$ cat config.mk
export PLATFORM = sky130hd
export DESIGN_NAME = mlp_layer_reader_flat
export DESIGN_NICKNAME = d
export VERILOG_FILES = /design/src/rtl/mlp_layer_reader_if.sv /design/src/rtl/mlp_layer_reader.sv /design/src/flat_wrapper.sv
export SDC_FILE = /design/constraint.sdc
export NUM_CORES = 1
export LEC_CHECK = 0
export ABC_AREA = 1
export BUFFER_PORTS_ARGS = -buffer_cell sky130_fd_sc_hd__clkbuf_2
export CORE_MARGIN = 2
export CORE_UTILIZATION = 45
export DETAILED_ROUTE_END_ITERATION = 12
export PLACE_DENSITY = 0.69
export SLEW_MARGIN = 20
export SYNTH_ARGS = -nofsm -noshare
export SYNTH_HDL_FRONTEND = slang
export SYNTH_SLANG_ARGS = --single-unit
$ cat constraint.sdc
create_clock -name clk -period 2.8 [get_ports clk]
set_input_delay 0.28 -clock clk [delete_from_list [all_inputs] [get_ports clk]]
set_output_delay 0.28 -clock clk [all_outputs]
set_load 0.03 [all_outputs]
$ cat src/rtl/mlp_layer_reader_if.sv
`default_nettype none
// ============================================================================
//  Module      : mlp_layer_reader_if
//  Description : Bundle of control, PE-side and result signals for the
//                MLP layer reader. The reader itself connects through the
//                slave modport; the environment (PE array wrapper, pixel
//                memory, host) connects through the master modport.
//
//  Signals
//    start      host -> reader  one-cycle request to run a layer pass
//    acc_in     PEs  -> reader  packed accumulators, element i at [i*TAM +: TAM]
//    pe_rst     reader -> PEs   active-high PE reset
//    pix_addr   reader -> mem   input element index placed on PE bus_in
//    busy       reader -> host  high whenever the reader is not idle
//    out_valid  reader -> host  one-cycle result strobe
//    class_idx  reader -> host  argmax index
//    max_val    reader -> host  argmax value
//
//  Revision    : 1.0  initial release
// ============================================================================
interface mlp_layer_reader_if #(
    parameter int TAM       = 16,
    parameter int DATA_SIZE = 784,
    parameter int N_OUT     = 10
) ();

    localparam int c_ADDR_W = $clog2(DATA_SIZE + 1);
    localparam int c_IDX_W  = $clog2(N_OUT);

    logic                   start;
    logic [N_OUT*TAM-1:0]   acc_in;
    logic                   pe_rst;
    logic [c_ADDR_W-1:0]    pix_addr;
    logic                   busy;
    logic                   out_valid;
    logic [c_IDX_W-1:0]     class_idx;
    logic [TAM-1:0]         max_val;

    modport master (
        output start,
        output acc_in,
        input  pe_rst,
        input  pix_addr,
        input  busy,
        input  out_valid,
        input  class_idx,
        input  max_val
    );

    modport slave (
        input  start,
        input  acc_in,
        output pe_rst,
        output pix_addr,
        output busy,
        output out_valid,
        output class_idx,
        output max_val
    );

endinterface
`default_nettype wire

$ cat src/rtl/mlp_layer_reader.sv
`default_nettype none
// ============================================================================
//  Module      : mlp_layer_reader
//  Description : Drives one layer of PE neurons through a single
//                accumulation pass and reads back the argmax.
//
//                IDLE    : PEs held in reset, waiting for start.
//                CLEAR   : one cycle, address counter cleared, PEs still reset.
//                RUN     : DATA_SIZE+1 cycles, counter walks 0..DATA_SIZE in
//                          lock-step with the PE select (last step = bias).
//                CAPTURE : all PE accumulators latched into a local array.
//                SCAN    : one element per cycle, signed strict-greater max.
//                DONE    : one-cycle out_valid, result registers updated.
//
//  Ports
//    clk   in   clock
//    rst   in   asynchronous active-low reset
//    bus   slave modport of mlp_layer_reader_if
//            start(in) acc_in(in) pe_rst(out) pix_addr(out) busy(out)
//            out_valid(out) class_idx(out) max_val(out)
//
//  Revision    : 1.0  initial release
// ============================================================================
module mlp_layer_reader #(
    parameter int TAM       = 16,
    parameter int DATA_SIZE = 784,
    parameter int N_OUT     = 10
) (
    input  wire logic            clk,
    input  wire logic            rst,
    mlp_layer_reader_if.slave    bus
);

    // ------------------------------------------------------------------------
    // Constants
    // ------------------------------------------------------------------------
    localparam int c_CNT_W = $clog2(DATA_SIZE + 1);
    localparam int c_IDX_W = $clog2(N_OUT);

    localparam logic [c_CNT_W-1:0] c_CNT_LAST = c_CNT_W'(DATA_SIZE);
    localparam logic [c_IDX_W-1:0] c_IDX_LAST = c_IDX_W'(N_OUT - 1);

    // ------------------------------------------------------------------------
    // State encoding
    // ------------------------------------------------------------------------
    typedef enum logic [2:0] {
        S_IDLE    = 3'd0,
        S_CLEAR   = 3'd1,
        S_RUN     = 3'd2,
        S_CAPTURE = 3'd3,
        S_SCAN    = 3'd4,
        S_DONE    = 3'd5
    } state_t;

    state_t                 r_state;
    state_t                 w_state_nxt;

    // ------------------------------------------------------------------------
    // Registers
    // ------------------------------------------------------------------------
    logic [c_CNT_W-1:0]     r_cnt;
    logic [c_IDX_W-1:0]     r_idx;
    logic [TAM-1:0]         r_elem [N_OUT];
    logic [TAM-1:0]         r_best;
    logic [c_IDX_W-1:0]     r_best_idx;

    logic                   r_pe_rst;
    logic                   r_busy;
    logic                   r_out_valid;
    logic [c_IDX_W-1:0]     r_class_idx;
    logic [TAM-1:0]         r_max_val;

    // ------------------------------------------------------------------------
    // Combinational helpers
    // ------------------------------------------------------------------------
    logic [TAM-1:0]         w_acc [N_OUT];
    logic [TAM-1:0]         w_cand;
    logic                   w_take;
    logic [TAM-1:0]         w_best_nxt;
    logic [c_IDX_W-1:0]     w_best_idx_nxt;

    // Split the packed PE bus into one word per neuron.
    generate
        for (genvar gi = 0; gi < N_OUT; gi++) begin : g_unpack
            assign w_acc[gi] = bus.acc_in[gi*TAM +: TAM];
        end
    endgenerate

    // ------------------------------------------------------------------------
    // FSM: state register
    // ------------------------------------------------------------------------
    always_ff @(posedge clk or negedge rst) begin
        if (!rst) begin
            r_state <= S_IDLE;
        end else begin
            r_state <= w_state_nxt;
        end
    end

    // ------------------------------------------------------------------------
    // FSM: next-state logic
    // ------------------------------------------------------------------------
    always_comb begin
        w_state_nxt = r_state;
        unique case (r_state)
            S_IDLE: begin
                if (bus.start) begin
                    w_state_nxt = S_CLEAR;
                end
            end
            S_CLEAR: begin
                w_state_nxt = S_RUN;
            end
            S_RUN: begin
                // The cycle with cnt == DATA_SIZE is the bias step; the PEs
                // have finished accumulating once it has been clocked in.
                if (r_cnt == c_CNT_LAST) begin
                    w_state_nxt = S_CAPTURE;
                end
            end
            S_CAPTURE: begin
                w_state_nxt = S_SCAN;
            end
            S_SCAN: begin
                if (r_idx == c_IDX_LAST) begin
                    w_state_nxt = S_DONE;
                end
            end
            S_DONE: begin
                w_state_nxt = S_IDLE;
            end
            default: begin
                w_state_nxt = S_IDLE;
            end
        endcase
    end

    // ------------------------------------------------------------------------
    // Argmax step. Element 0 always seeds the running best; later elements
    // replace it only when strictly greater, so ties keep the lower index.
    // ------------------------------------------------------------------------
    always_comb begin
        w_cand         = r_elem[r_idx];
        w_take         = (r_idx == '0) || ($signed(w_cand) > $signed(r_best));
        w_best_nxt     = r_best;
        w_best_idx_nxt = r_best_idx;
        if (w_take) begin
            w_best_nxt     = w_cand;
            w_best_idx_nxt = r_idx;
        end
    end

    // ------------------------------------------------------------------------
    // Datapath and registered outputs
    // ------------------------------------------------------------------------
    always_ff @(posedge clk or negedge rst) begin
        if (!rst) begin
            r_cnt       <= '0;
            r_idx       <= '0;
            r_best      <= '0;
            r_best_idx  <= '0;
            r_pe_rst    <= 1'b1;
            r_busy      <= 1'b0;
            r_out_valid <= 1'b0;
            r_class_idx <= '0;
            r_max_val   <= '0;
            for (int i = 0; i < N_OUT; i++) begin
                r_elem[i] <= '0;
            end
        end else begin
            // Output flags follow the state being entered so that they are
            // registered yet aligned with the state they describe.
            r_pe_rst    <= (w_state_nxt == S_IDLE) || (w_state_nxt == S_CLEAR);
            r_busy      <= (w_state_nxt != S_IDLE);
            r_out_valid <= (w_state_nxt == S_DONE);

            unique case (r_state)
                S_CLEAR: begin
                    r_cnt <= '0;
                end
                S_RUN: begin
                    // Saturates at DATA_SIZE; holds there until the next CLEAR.
                    if (r_cnt != c_CNT_LAST) begin
                        r_cnt <= r_cnt + c_CNT_W'(1);
                    end
                end
                S_CAPTURE: begin
                    for (int i = 0; i < N_OUT; i++) begin
                        r_elem[i] <= w_acc[i];
                    end
                    r_idx <= '0;
                end
                S_SCAN: begin
                    r_best     <= w_best_nxt;
                    r_best_idx <= w_best_idx_nxt;
                    if (r_idx == c_IDX_LAST) begin
                        // Publish the final comparison directly so the result
                        // is ready in the same edge that raises out_valid.
                        r_class_idx <= w_best_idx_nxt;
                        r_max_val   <= w_best_nxt;
                    end else begin
                        r_idx <= r_idx + c_IDX_W'(1);
                    end
                end
                default: begin
                end
            endcase
        end
    end

    // ------------------------------------------------------------------------
    // Output mapping
    // ------------------------------------------------------------------------
    assign bus.pe_rst    = r_pe_rst;
    assign bus.pix_addr  = r_cnt;
    assign bus.busy      = r_busy;
    assign bus.out_valid = r_out_valid;
    assign bus.class_idx = r_class_idx;
    assign bus.max_val   = r_max_val;

endmodule
`default_nettype wire

$ cat src/flat_wrapper.sv
// flat-port wrapper written by rule: the top's interface ports become plain ports
module mlp_layer_reader_flat 
#(
    parameter int TAM       = 16,
    parameter int DATA_SIZE = 784,
    parameter int N_OUT     = 10
)
  (clk, rst, bus_start, bus_acc_in, bus_pe_rst, bus_pix_addr, bus_busy, bus_out_valid, bus_class_idx, bus_max_val);
  mlp_layer_reader_if #(.TAM(TAM), .DATA_SIZE(DATA_SIZE), .N_OUT(N_OUT)) bus_i ();
  input  wire logic clk;
  input  wire logic rst;
  input wire logic [$bits(bus_i.start)-1:0] bus_start;
  input wire logic [$bits(bus_i.acc_in)-1:0] bus_acc_in;
  output wire logic [$bits(bus_i.pe_rst)-1:0] bus_pe_rst;
  output wire logic [$bits(bus_i.pix_addr)-1:0] bus_pix_addr;
  output wire logic [$bits(bus_i.busy)-1:0] bus_busy;
  output wire logic [$bits(bus_i.out_valid)-1:0] bus_out_valid;
  output wire logic [$bits(bus_i.class_idx)-1:0] bus_class_idx;
  output wire logic [$bits(bus_i.max_val)-1:0] bus_max_val;
  assign bus_i.start = bus_start;
  assign bus_i.acc_in = bus_acc_in;
  assign bus_pe_rst = bus_i.pe_rst;
  assign bus_pix_addr = bus_i.pix_addr;
  assign bus_busy = bus_i.busy;
  assign bus_out_valid = bus_i.out_valid;
  assign bus_class_idx = bus_i.class_idx;
  assign bus_max_val = bus_i.max_val;
  mlp_layer_reader #(.TAM(TAM), .DATA_SIZE(DATA_SIZE), .N_OUT(N_OUT)) u_core (.clk(clk), .rst(rst), .bus(bus_i));
endmodule
==> qor_table.md, run 1 <==
| Stage | Metric | Value |
|:---|:---|:---|
| die | Boundary Pins | 196 |
| global route | Number of antenna violations at the first check in global routing | 0 |
| outcome | Violated checks | setup timing |
| drt | Post-route DRC | 0 |
| setup path | Type of the setup path with the least slack | flop to flop |
| sta | Endpoints failing setup | 40 |
| synthesis | Post-synth top flop | sky130_fd_sc_hd__dfrtp_1 |
| synthesis | Number of synthesized flops with an enable pin | 0 |
| setup path | Slowest cell delay on critical path | 0.48 ns |
| setup path | Source of the worst register-to-register timing path | u_core.r_idx[0] |
| cts | Number of buffers created by CTS | 24 |
| synthesis | Top cell type by total area after synthesis | sky130_fd_sc_hd__dfrtp_1 |
| setup path | Buffering stage count on the worst path with inverters included | 8 |
| placement | Post-detailed-placement half-perimeter wirelength | 20900 um |
| drt | Count of routing violations after the opening detailed-route iteration | 855 |
| worst hold path | Worst min path class | input port to flop |
| placement | Placed cell count | 1921 |
| synthesis | Total of warnings raised by yosys | 0 |
| synthesis | Share of the synthesized area in the top cell type | 51.7% |
| global route | Pin count of the biggest net entering global routing | 162 |
| pwr | Power Dens Cells | 448 nW/um2 |
| synthesis | Synth cell types | 30 |
| drt | Detailed-router iteration count before antenna repair | 6 |
| setup path | Critical path peak fanout | 8 |
| placement | Number of buffers added on ports | 195 |
| synthesis | Number of instances in the synthesized netlist | 1407 |
| die | DIE AREA | 24800 um2 |
| placement | GPL Wtd Cong | 0.881 |
| layout | Fill cells | 1855 |
| global route | Total overflow reported by the global router | 0 |
| cts | CTS tree | yes |
| synthesis | Most common library cells after synthesis | 714 x sky130_fd_sc_hd__nand2_1, 219 x sky130_fd_sc_hd__dfrtp_1, 85 x sky130_fd_sc_hd__nor2_1 |
| drt | Via count | 10827 |
| synthesis | Cell types with the largest area share after synthesis | sky130_fd_sc_hd__dfrtp_1 52%, sky130_fd_sc_hd__nand2_1 25%, sky130_fd_sc_hd__o21ai_0 3.3% |
| setup path | CP most frequent cell | sky130_fd_sc_hd__nand2_2 |
| pwr | PnR Total Power | 6.86 mW |
| cts | Root cell of the clock tree | sky130_fd_sc_hd__clkbuf_16 |
| drt | Via/cell ratio | 5.12 |
| drt | Final WL | 33900 um |
| synthesis | Async set-or-reset flop fraction in the synthesized netlist | 100% |
| sta | Worst Max-Slew Pin Slew | 0.713 ns |
| synthesis | Post-Synthesis Cell Area | 10600 um2 |
| die | Site row count | 56 |
| die | Die Ht | 157 um |
| setup path | Crit-path slowest cell | sky130_fd_sc_hd__dfrtp_2 |
| layout | Net count of the finished layout | 1964 |
| drt | Final antenna-violating net count | 0 |
| worst hold path | Cell depth of the worst min-delay path | 3 |
| die | Die outline width | 157 um |
| setup path | Category of the worst setup path capture point | flop |
| synthesis | Average footprint of a synthesized cell | 7.53 um2 |
| sta | Slew headroom | 52.5% |
| global route | Global router's overall resource usage | 27.2% |
| pwr | Maximum vdd ir drop | 0.515 mV |
| worst hold path | Startpoint of the lowest-slack hold path | bus_acc_in[9] |
| global route | First-pass GRT wire length | 53300 um |
| cts | Clock Pin Slew Worst Setup and Hold Paths | 0.06 ns |
| global route | Vias in the first global route | 10783 |
| sta | Minimum clock period after layout | 3.05 ns |
| cts | Maximum number of buffers from clock root to sink | 3 |
| sta | Max Freq | 328 MHz |
| drt | Routed wirelength normalized by instance count | 16.0 um |
| setup path | R2R Setup Slk | -0.25 ns |
| die | Placeable Area | 23300 um2 |
| sta | Number of hold violations in the final report | 0 |
| run | Max Cap Viol | 0 |
| die | Starting Density | 45.5% |
| layout | Count of placed standard cells in the final layout, fillers left out | 2115 |
| setup path | Worst EP required | 3.20 ns |
| setup path | Endpoint of the worst-slack reg-to-reg timing path | u_core.r_best[13] |
| layout | Share of layout cells above drive strength 1 | 24.0% |
| setup path | R2r worst-path depth | 26 |
| setup path | Number of cells on the critical path | 26 |
| sta | Worst clock skew on the final layout | 0.00762 ns |
| synthesis | Register area share after synthesis | 52.0% |
| layout | Post-synthesis to final-layout area growth | 44.4% |
| synthesis | Total nets after synthesis | 1591 |
| sta | Final number of max-transition violations | 0 |
| cts | Latest clock arrival within the worst-skew pair | 0.51 ns |
| sta | Share of the cycle needed by the critical path after routing | 109% |
| setup path | Critical path data arrival time | 3.45 ns |
| worst hold path | Hold endpoint | u_core.r_elem[153] |
| setup path | Nature of the critical path startpoint | flop |
| sta | Post-layout worst setup margin | -0.246 ns |
| sta | Unrepaired setup endpoints after global routing | yes |
| synthesis | Most instantiated library cell after synthesis | sky130_fd_sc_hd__nand2_1 |
| cts | Sink count of the clock tree | 220 |
| pwr | Leakage | 7.30 nW |
| outcome | Run status | complete, but fails checks |
| synthesis | FF+latch count, synth | 220 |
| setup path | Kind of cell adding the most delay to the critical path | simple AND/OR/NAND/NOR gates |
| cts | Level count of the clock H-tree | 1 |
[worst max-delay path by stage]
| stage | startpoint | end | slack [ns] |
|---|---|---|---|
| floorplan | u_core.r_idx[0] | u_core.r_best_idx[1] | 0.12 |
| global placement | u_core.r_idx[1] | u_core.bus.max_val[9] | -0.29 |
| detailed placement | u_core.r_idx[1] | u_core.r_best_idx[2] | -0.35 |
| CTS | u_core.r_idx[0] | u_core.bus.max_val[5] | -0.12 |
| global route | u_core.r_idx[0] | u_core.bus.max_val[10] | -0.41 |
| finish | u_core.r_idx[0] | u_core.r_best[13] | -0.25 |
[layout by cell type, fill, tap and decap left out, drive strengths merged, types with 5 or more instances in the layout]
master,Yosys,final
a21oi,12,12
and3,15,15
buf,24,81
clkbuf,51,231
dfrtp,219,219
dlygate4sd3,0,142
ha,21,21
inv,62,63
nand2,716,716
nand3,69,69
nand4,5,5
nor2,88,88
nor3,10,10
o21ai,73,73
o22ai,30,30
[state kept, by name, summed over array words and instances (netlist names)]
register / count
u_core.bus.busy: 1
u_core.bus.class_idx: 4
u_core.bus.max_val: 16
u_core.bus.out_valid: 1
u_core.bus.pe_rst: 1
u_core.bus.pix_addr: 10
u_core.r_best: 16
u_core.r_best_idx: 4
u_core.r_elem: 160
u_core.r_idx: 4
u_core.r_state: 3
[where the power goes]
| group | internal, mW | switching [mW] |
|---|---|---|
| registers | 3.18 | 0 |
| clock network | 2.03 | 1.28 |
| logic | 0.216 | 0.148 |
| total | 5.43 | 1.43 |
[per-stage QoR]
stage                     utilization (%)  TNS (ns)  area (um2)  hold slack (ns)  worst slack, ns
after floorplan                         -         0       10600          -0.0156            0.117
after global placement               53.1    -10.97       12400            0.283           -0.288
after detailed placement             53.1    -12.60       12400            0.284           -0.346
after CTS                            64.3     -3.99       15000         0.000188           -0.119
after global routing                 65.7    -15.31       15300          0.00447           -0.409
final                                65.8     -8.74       15300          0.00667           -0.246
[logic make-up after synthesis]
| group | count (synthesis) | synth area share [%] |
|---|---|---|
| buffers and inverters | 137 | 5.13 |
| adder cells (fa/ha/maj) | 21 | 2.48 |
| AO/OA/AOI/OAI | 121 | 6.28 |
| XOR/XNOR | 3 | 0.248 |
| AND/OR/NAND/NOR | 905 | 33.9 |
| flip-flops | 220 | 52.0 |
[final cells by class]
cell class	count	area, um2	area share [%]
Multi-Input combinational cell	1050	5000	32.7
Timing Repair Buffer	421	3310	21.6
Clock buffer	34	709	4.64
Inverter	62	243	1.59
Timing Repair inverter	1	6.26	0.0409
Tap cell	319	399	2.61
Clock inverter	7	116	0.761
Antenna cell	1	2.50	0.0164
Sequential cell	220	5510	36.0
[worst reg2reg max path, stage by stage (launching register included)]
cell and delay [ns]:
sky130_fd_sc_hd__dfrtp_2 0.48, sky130_fd_sc_hd__inv_4 0.06, sky130_fd_sc_hd__buf_12 0.15, sky130_fd_sc_hd__buf_8 0.13, sky130_fd_sc_hd__buf_6 0.12, sky130_fd_sc_hd__buf_6 0.12, sky130_fd_sc_hd__o21ai_4 0.14, sky130_fd_sc_hd__a21boi_2 0.08
sky130_fd_sc_hd__a221oi_2 0.19, sky130_fd_sc_hd__buf_4 0.18, sky130_fd_sc_hd__ha_4 0.13, sky130_fd_sc_hd__inv_2 0.03, sky130_fd_sc_hd__nand2_2 0.05, sky130_fd_sc_hd__nand2_2 0.05, sky130_fd_sc_hd__nand2_2 0.05, sky130_fd_sc_hd__nand2_2 0.04
sky130_fd_sc_hd__nand2_2 0.07, sky130_fd_sc_hd__nand2_2 0.05, sky130_fd_sc_hd__nand2_2 0.08, sky130_fd_sc_hd__nand2_2 0.05, sky130_fd_sc_hd__nand2_2 0.07, sky130_fd_sc_hd__nand3_4 0.13, sky130_fd_sc_hd__nand2_4 0.12, sky130_fd_sc_hd__buf_6 0.14
sky130_fd_sc_hd__nand2_1 0.07, sky130_fd_sc_hd__nand3_1 0.08, sky130_fd_sc_hd__nand2_1 0.06
[routing by layer]
layer | wire, um | vias to the layer above | global-route usage, %
li1 | - | 5166 | -
met1 | 14200 | 5121 | 35.4
met2 | 16300 | 416 | 45.4
met3 | 1920 | 124 | 3.88
met4 | 1500 | 0 | 11.7
met5 | 0 | - | 0
[repair_timing]
action / 4_1_cts / 5_1_grt
resized for setup: 81 / 73
setup endpoints to repair: 40 / 40
buffers inserted: 7 / 1
hold endpoints to repair: 193 / 2
hold buffers: 140 / 2
gates cloned: 2 / 2
pin swaps: 15 / 18
(Power assumes the default switching activity.)
==> run 2: changes to the inputs <==
- ABC_AREA: 1 -> 0
- PLACE_DENSITY: 0.69 -> 0.7
==> qor_table.md, run 2 <==
| Stage | Metric | Value | Change |
|:---|:---|:---|:---|
| cts | Maximum number of buffers from clock root to sink | 3 | unchanged |
| outcome | Violated checks | setup timing | unchanged |
| drt | Count of routing violations after the opening detailed-route iteration | 347 | was 855 |
| synthesis | Portion of netlist area occupied by mux cells | 30.4% | was 0% |
| die | Die Ht | 156 um | was 157 um |
| placement | Post-detailed-placement half-perimeter wirelength | 18200 um | was 20900 um |
| pwr | Leakage | 6.70 nW | was 7.30 nW |
| cts | Latest clock arrival within the worst-skew pair | 0.52 ns | was 0.51 ns |
| die | Boundary Pins | 196 | unchanged |
| synthesis | Average footprint of a synthesized cell | 13.9 um2 | was 7.53 um2 |
| synthesis | Number of synthesized flops with an enable pin | 0 | unchanged |
| synthesis | Adder-cell area share of the yosys netlist | 2.53% | was 2.48% |
| cts | CTS tree | yes | unchanged |
| setup path | Worst EP required | 3.19 ns | was 3.20 ns |
| placement | GPL Wtd Cong | 0.810 | was 0.881 |
| pwr | PnR Total Power | 18.3 mW | was 6.86 mW |
| die | Die outline width | 156 um | was 157 um |
| sta | Minimum clock period after layout | 3.51 ns | was 3.05 ns |
| synthesis | Number of instances in the synthesized netlist | 747 | was 1407 |
| global route | Pin count of the biggest net entering global routing | 80 | was 162 |
| global route | Number of antenna violations at the first check in global routing | 1 | was 0 |
| drt | Post-route DRC | 0 | unchanged |
| die | Starting Density | 45.8% | was 45.5% |
| drt | Final antenna-violating net count | 0 | unchanged |
| drt | Detailed-router iteration count before antenna repair | 5 | was 6 |
| pwr | Power Dens Cells | 1240 nW/um2 | was 448 nW/um2 |
| sta | Post-layout worst setup margin | -0.713 ns | was -0.246 ns |
| synthesis | Total nets after synthesis | 931 | was 1591 |
| sta | Final number of max-transition violations | 0 | unchanged |
| layout | Flip-flop count of the largest register, all copies and words added | 160 | unchanged |
| synthesis | Share of the synthesized area in the top cell type | 52.8% | was 51.7% |
| global route | Global router's overall resource usage | 23.5% | was 27.2% |
| layout | Most frequent standard cell in the layout excluding fill and tap cells | sky130_fd_sc_hd__dfrtp_1 | was sky130_fd_sc_hd__nand2_1 |
| sta | Worst clock skew on the final layout | 0.0185 ns | was 0.00762 ns |
| placement | Worst slack at placement | -0.698 ns | was -0.346 ns |
| synthesis | Register area share after synthesis | 53.1% | was 52.0% |
| cts | Clock Pin Slew Worst Setup and Hold Paths | 0.06 ns | about the same |
| cts | Number of buffers created by CTS | 24 | unchanged |
| cts | Level count of the clock H-tree | 1 | unchanged |
| pwr | Net switching fraction of the power | 34.9% | was 20.9% |
| layout | Post-synthesis to final-layout area growth | 42.4% | was 44.4% |
| die | DIE AREA | 24300 um2 | was 24800 um2 |
| sta | Slew headroom | 59.5% | was 52.5% |
| pwr | Pint | 11.9 mW | was 5.43 mW |
| layout | Count of placed standard cells in the final layout, fillers left out | 1416 | was 2115 |
| drt | Routed wirelength normalized by instance count | 20.1 um | was 16.0 um |
| synthesis | Post-Synthesis Cell Area | 10400 um2 | was 10600 um2 |
| synthesis | Post-synthesis compound-gate area fraction | 5.77% | was 6.28% |
| worst hold path | Worst min path class | input port to flop | unchanged |
| setup path | Category of the worst setup path capture point | flop | unchanged |
| layout | Share of layout cells above drive strength 1 | 54.0% | was 24.0% |
| pwr | Clock network power share | 18.2% | was 48.3% |
| sta | Max Freq | 285 MHz | was 328 MHz |
| sta | Worst Max-Slew Pin Slew | 0.607 ns | was 0.713 ns |
| sta | Unrepaired setup endpoints after global routing | yes | unchanged |
| synthesis | Post-synth top flop | sky130_fd_sc_hd__dfrtp_1 | unchanged |
| global route | First-pass GRT wire length | 44700 um | was 53300 um |
| sta | Number of hold violations in the final report | 0 | unchanged |
| layout | Largest register by flop count | u_core.r_elem | unchanged |
| sta | Endpoints failing setup | 40 | unchanged |
| synthesis | Async set-or-reset flop fraction in the synthesized netlist | 100% | unchanged |
| setup path | Nature of the critical path startpoint | flop | unchanged |
| drt | Via count | 7579 | was 10827 |
| synthesis | Dominant combinational cell family by area after synthesis | multiplexers | was simple AND/OR/NAND/NOR gates |
| global route | Vias in the first global route | 8181 | was 10783 |
| setup path | Type of the setup path with the least slack | flop to flop | unchanged |
| run | Max Cap Viol | 0 | unchanged |
| outcome | Run status | complete, but fails checks | unchanged |
| synthesis | Xor/xnor share of the synthesized area | 0.675% | was 0.248% |
| die | Site row count | 55 | was 56 |
| setup path | Critical path data arrival time | 3.90 ns | was 3.45 ns |
| synthesis | Top cell type by total area after synthesis | sky130_fd_sc_hd__dfrtp_1 | unchanged |
| cts | Sink count of the clock tree | 220 | unchanged |
| pwr | Proportion of power drawn by combinational gates | 51.5% | was 5.3% |
| drt | Via/cell ratio | 5.35 | was 5.12 |
| synthesis | Most common library cells after synthesis | 219 x sky130_fd_sc_hd__dfrtp_1, 161 x sky130_fd_sc_hd__mux2_2, 33 x sky130_fd_sc_hd__mux2i_1 | was 714 x sky130_fd_sc_hd__nand2_1, 219 x sky130_fd_sc_hd__dfrtp_1, 85 x sky130_fd_sc_hd__nor2_1 |
| synthesis | Most instantiated library cell after synthesis | sky130_fd_sc_hd__dfrtp_1 | was sky130_fd_sc_hd__nand2_1 |
| die | Placeable Area | 22600 um2 | was 23300 um2 |
| setup path | Critical path peak fanout | 10 | was 8 |
| global route | Total overflow reported by the global router | 0 | unchanged |
| placement | Number of buffers added on ports | 195 | unchanged |
| layout | Number of inserted diodes | 0 | was 1 |
| synthesis | Synthesized-area fraction occupied by and/or/nand/nor cells | 4.27% | was 33.9% |
| layout | Most frequent cells in the layout | 217 x sky130_fd_sc_hd__dfrtp_1, 194 x sky130_fd_sc_hd__clkbuf_2, 161 x sky130_fd_sc_hd__mux2_2 | was 683 x sky130_fd_sc_hd__nand2_1, 217 x sky130_fd_sc_hd__dfrtp_1, 194 x sky130_fd_sc_hd__clkbuf_2 |
| synthesis | FF+latch count, synth | 220 | unchanged |
| pwr | Maximum vdd ir drop | 0.866 mV | was 0.515 mV |
| placement | Placed cell count | 1240 | was 1921 |
| cts | Root cell of the clock tree | sky130_fd_sc_hd__clkbuf_16 | unchanged |
| layout | Net count of the finished layout | 1297 | was 1964 |
| drt | Final WL | 28500 um | was 33900 um |
| pwr | Total net switching power | 6.39 mW | was 1.43 mW |
| synthesis | Total of warnings raised by yosys | 0 | unchanged |
| pwr | Sequential group share of total power | 30.3% | was 46.4% |
| synthesis | Synth cell types | 43 | was 30 |
| synthesis | Cell types with the largest area share after synthesis | sky130_fd_sc_hd__dfrtp_1 53%, sky130_fd_sc_hd__mux2_2 17%, sky130_fd_sc_hd__mux4_2 6.9% | was sky130_fd_sc_hd__dfrtp_1 52%, sky130_fd_sc_hd__nand2_1 25%, sky130_fd_sc_hd__o21ai_0 3.3% |
| sta | Share of the cycle needed by the critical path after routing | 125% | was 109% |
## run 2: cell types whose count changed in the layout (fill, tap and decap cells not counted), moves of 12 or more
cell and delta:
sky130_fd_sc_hd__dlygate4sd3_1 -37, sky130_fd_sc_hd__nand2_1 -655, sky130_fd_sc_hd__nand2_2 -26, sky130_fd_sc_hd__mux4_2 +32
sky130_fd_sc_hd__mux2_4 +19, sky130_fd_sc_hd__o21ai_0 -42, sky130_fd_sc_hd__inv_1 -32, sky130_fd_sc_hd__nand3_1 -56
sky130_fd_sc_hd__nand3_2 -12, sky130_fd_sc_hd__o31ai_2 +14, sky130_fd_sc_hd__mux2i_1 +21, sky130_fd_sc_hd__nor2_1 -57
sky130_fd_sc_hd__mux2_2 +161
## run 2: power groups by stage
stage,Sequential [mW],Clock [mW],Combinational [mW]
6_report,5.55,3.33,9.43
5_1_grt,5.69,3.52,10.1
4_1_cts,5.48,3.37,8.73
3_5_place_dp,5.51,0,7.07
3_3_place_gp,5.46,0,6.95
2_1_floorplan,5.23,0,5.04
## run 2: final timing paths
kind | start | to | slack [ns] | cells after the start
max reg2reg | u_core.r_idx[0] | u_core.r_best[2] | -0.71 | 12
max in group asynchronous | rst | u_core.r_elem[73] | 1.60 | 3
min | bus_acc_in[3] | u_core.r_elem[147] | 0.005 | 2
max | u_core.r_idx[0] | u_core.r_best[2] | -0.71 | 12
min in group asynchronous | rst | u_core.bus.class_idx[3] | 0.33 | 2
min reg2reg | u_core.bus.max_val[6] | u_core.bus.max_val[6] | 0.49 | 2
## run 2: critical path, stage by stage, from the launching register on
cell	delay, ns
sky130_fd_sc_hd__dfrtp_4	0.50
sky130_fd_sc_hd__buf_12	0.16
sky130_fd_sc_hd__mux4_2	0.55
sky130_fd_sc_hd__mux2i_2	0.20
sky130_fd_sc_hd__o22ai_2	0.12
sky130_fd_sc_hd__ha_1	0.35
sky130_fd_sc_hd__a211oi_2	0.26
sky130_fd_sc_hd__o22ai_2	0.14
sky130_fd_sc_hd__a211o_1	0.34
sky130_fd_sc_hd__nand4_4	0.11
sky130_fd_sc_hd__nand3_4	0.14
sky130_fd_sc_hd__buf_12	0.19
sky130_fd_sc_hd__mux2_4	0.29
## run 2: through the flow
stage / area (um2) / utilization (%) / TNS [ns] / hold slack [ns]
after global routing: 14800 / 65.3 / -31.77 / -0.000742
after floorplan: 10500 / - / -16.36 / -0.0156
after CTS: 14500 / 64.2 / -24.22 / 0.000106
after global placement: 12100 / 53.7 / -23.83 / 0.303
final: 14800 / 65.3 / -26.77 / 0.00517
after detailed placement: 12100 / 53.7 / -25.48 / 0.305
## run 2: per-layer routing
metal  vias up  wire length [um]  GRT usage [%]
met4         2               711           6.38
met1      3804             11600           30.1
met5         -                11              0
met3        54              1480           4.19
li1       3486                 -              -
met2       233             14700           41.5
## run 2: kinds of logic after synthesis
family / after synthesis
simple gates: 82
mux: 245
compound gates: 102
fa+ha+maj: 21
flops: 220
xor+xnor: 8
buf+inv: 69
## run 2: cell type report
cell class                      instances  area [um2]
Tap cell                              285         357
Timing Repair Buffer                  387        3060
Multi-Input combinational cell        458        4930
Clock buffer                           30         684
Sequential cell                       220        5510
Clock inverter                         14         158
Inverter                               22        82.6
Fill cell                            1587        7870
## run 2: timing repair
item                       in CTS  in global routing
hold endpoints to repair      175                  0
setup endpoints to repair      40                 40
setup buffers                  17                  4
gates cloned                    5                  2
pin swaps                       8                 12
gates resized for setup        49                 32
hold buffers                  105                  0
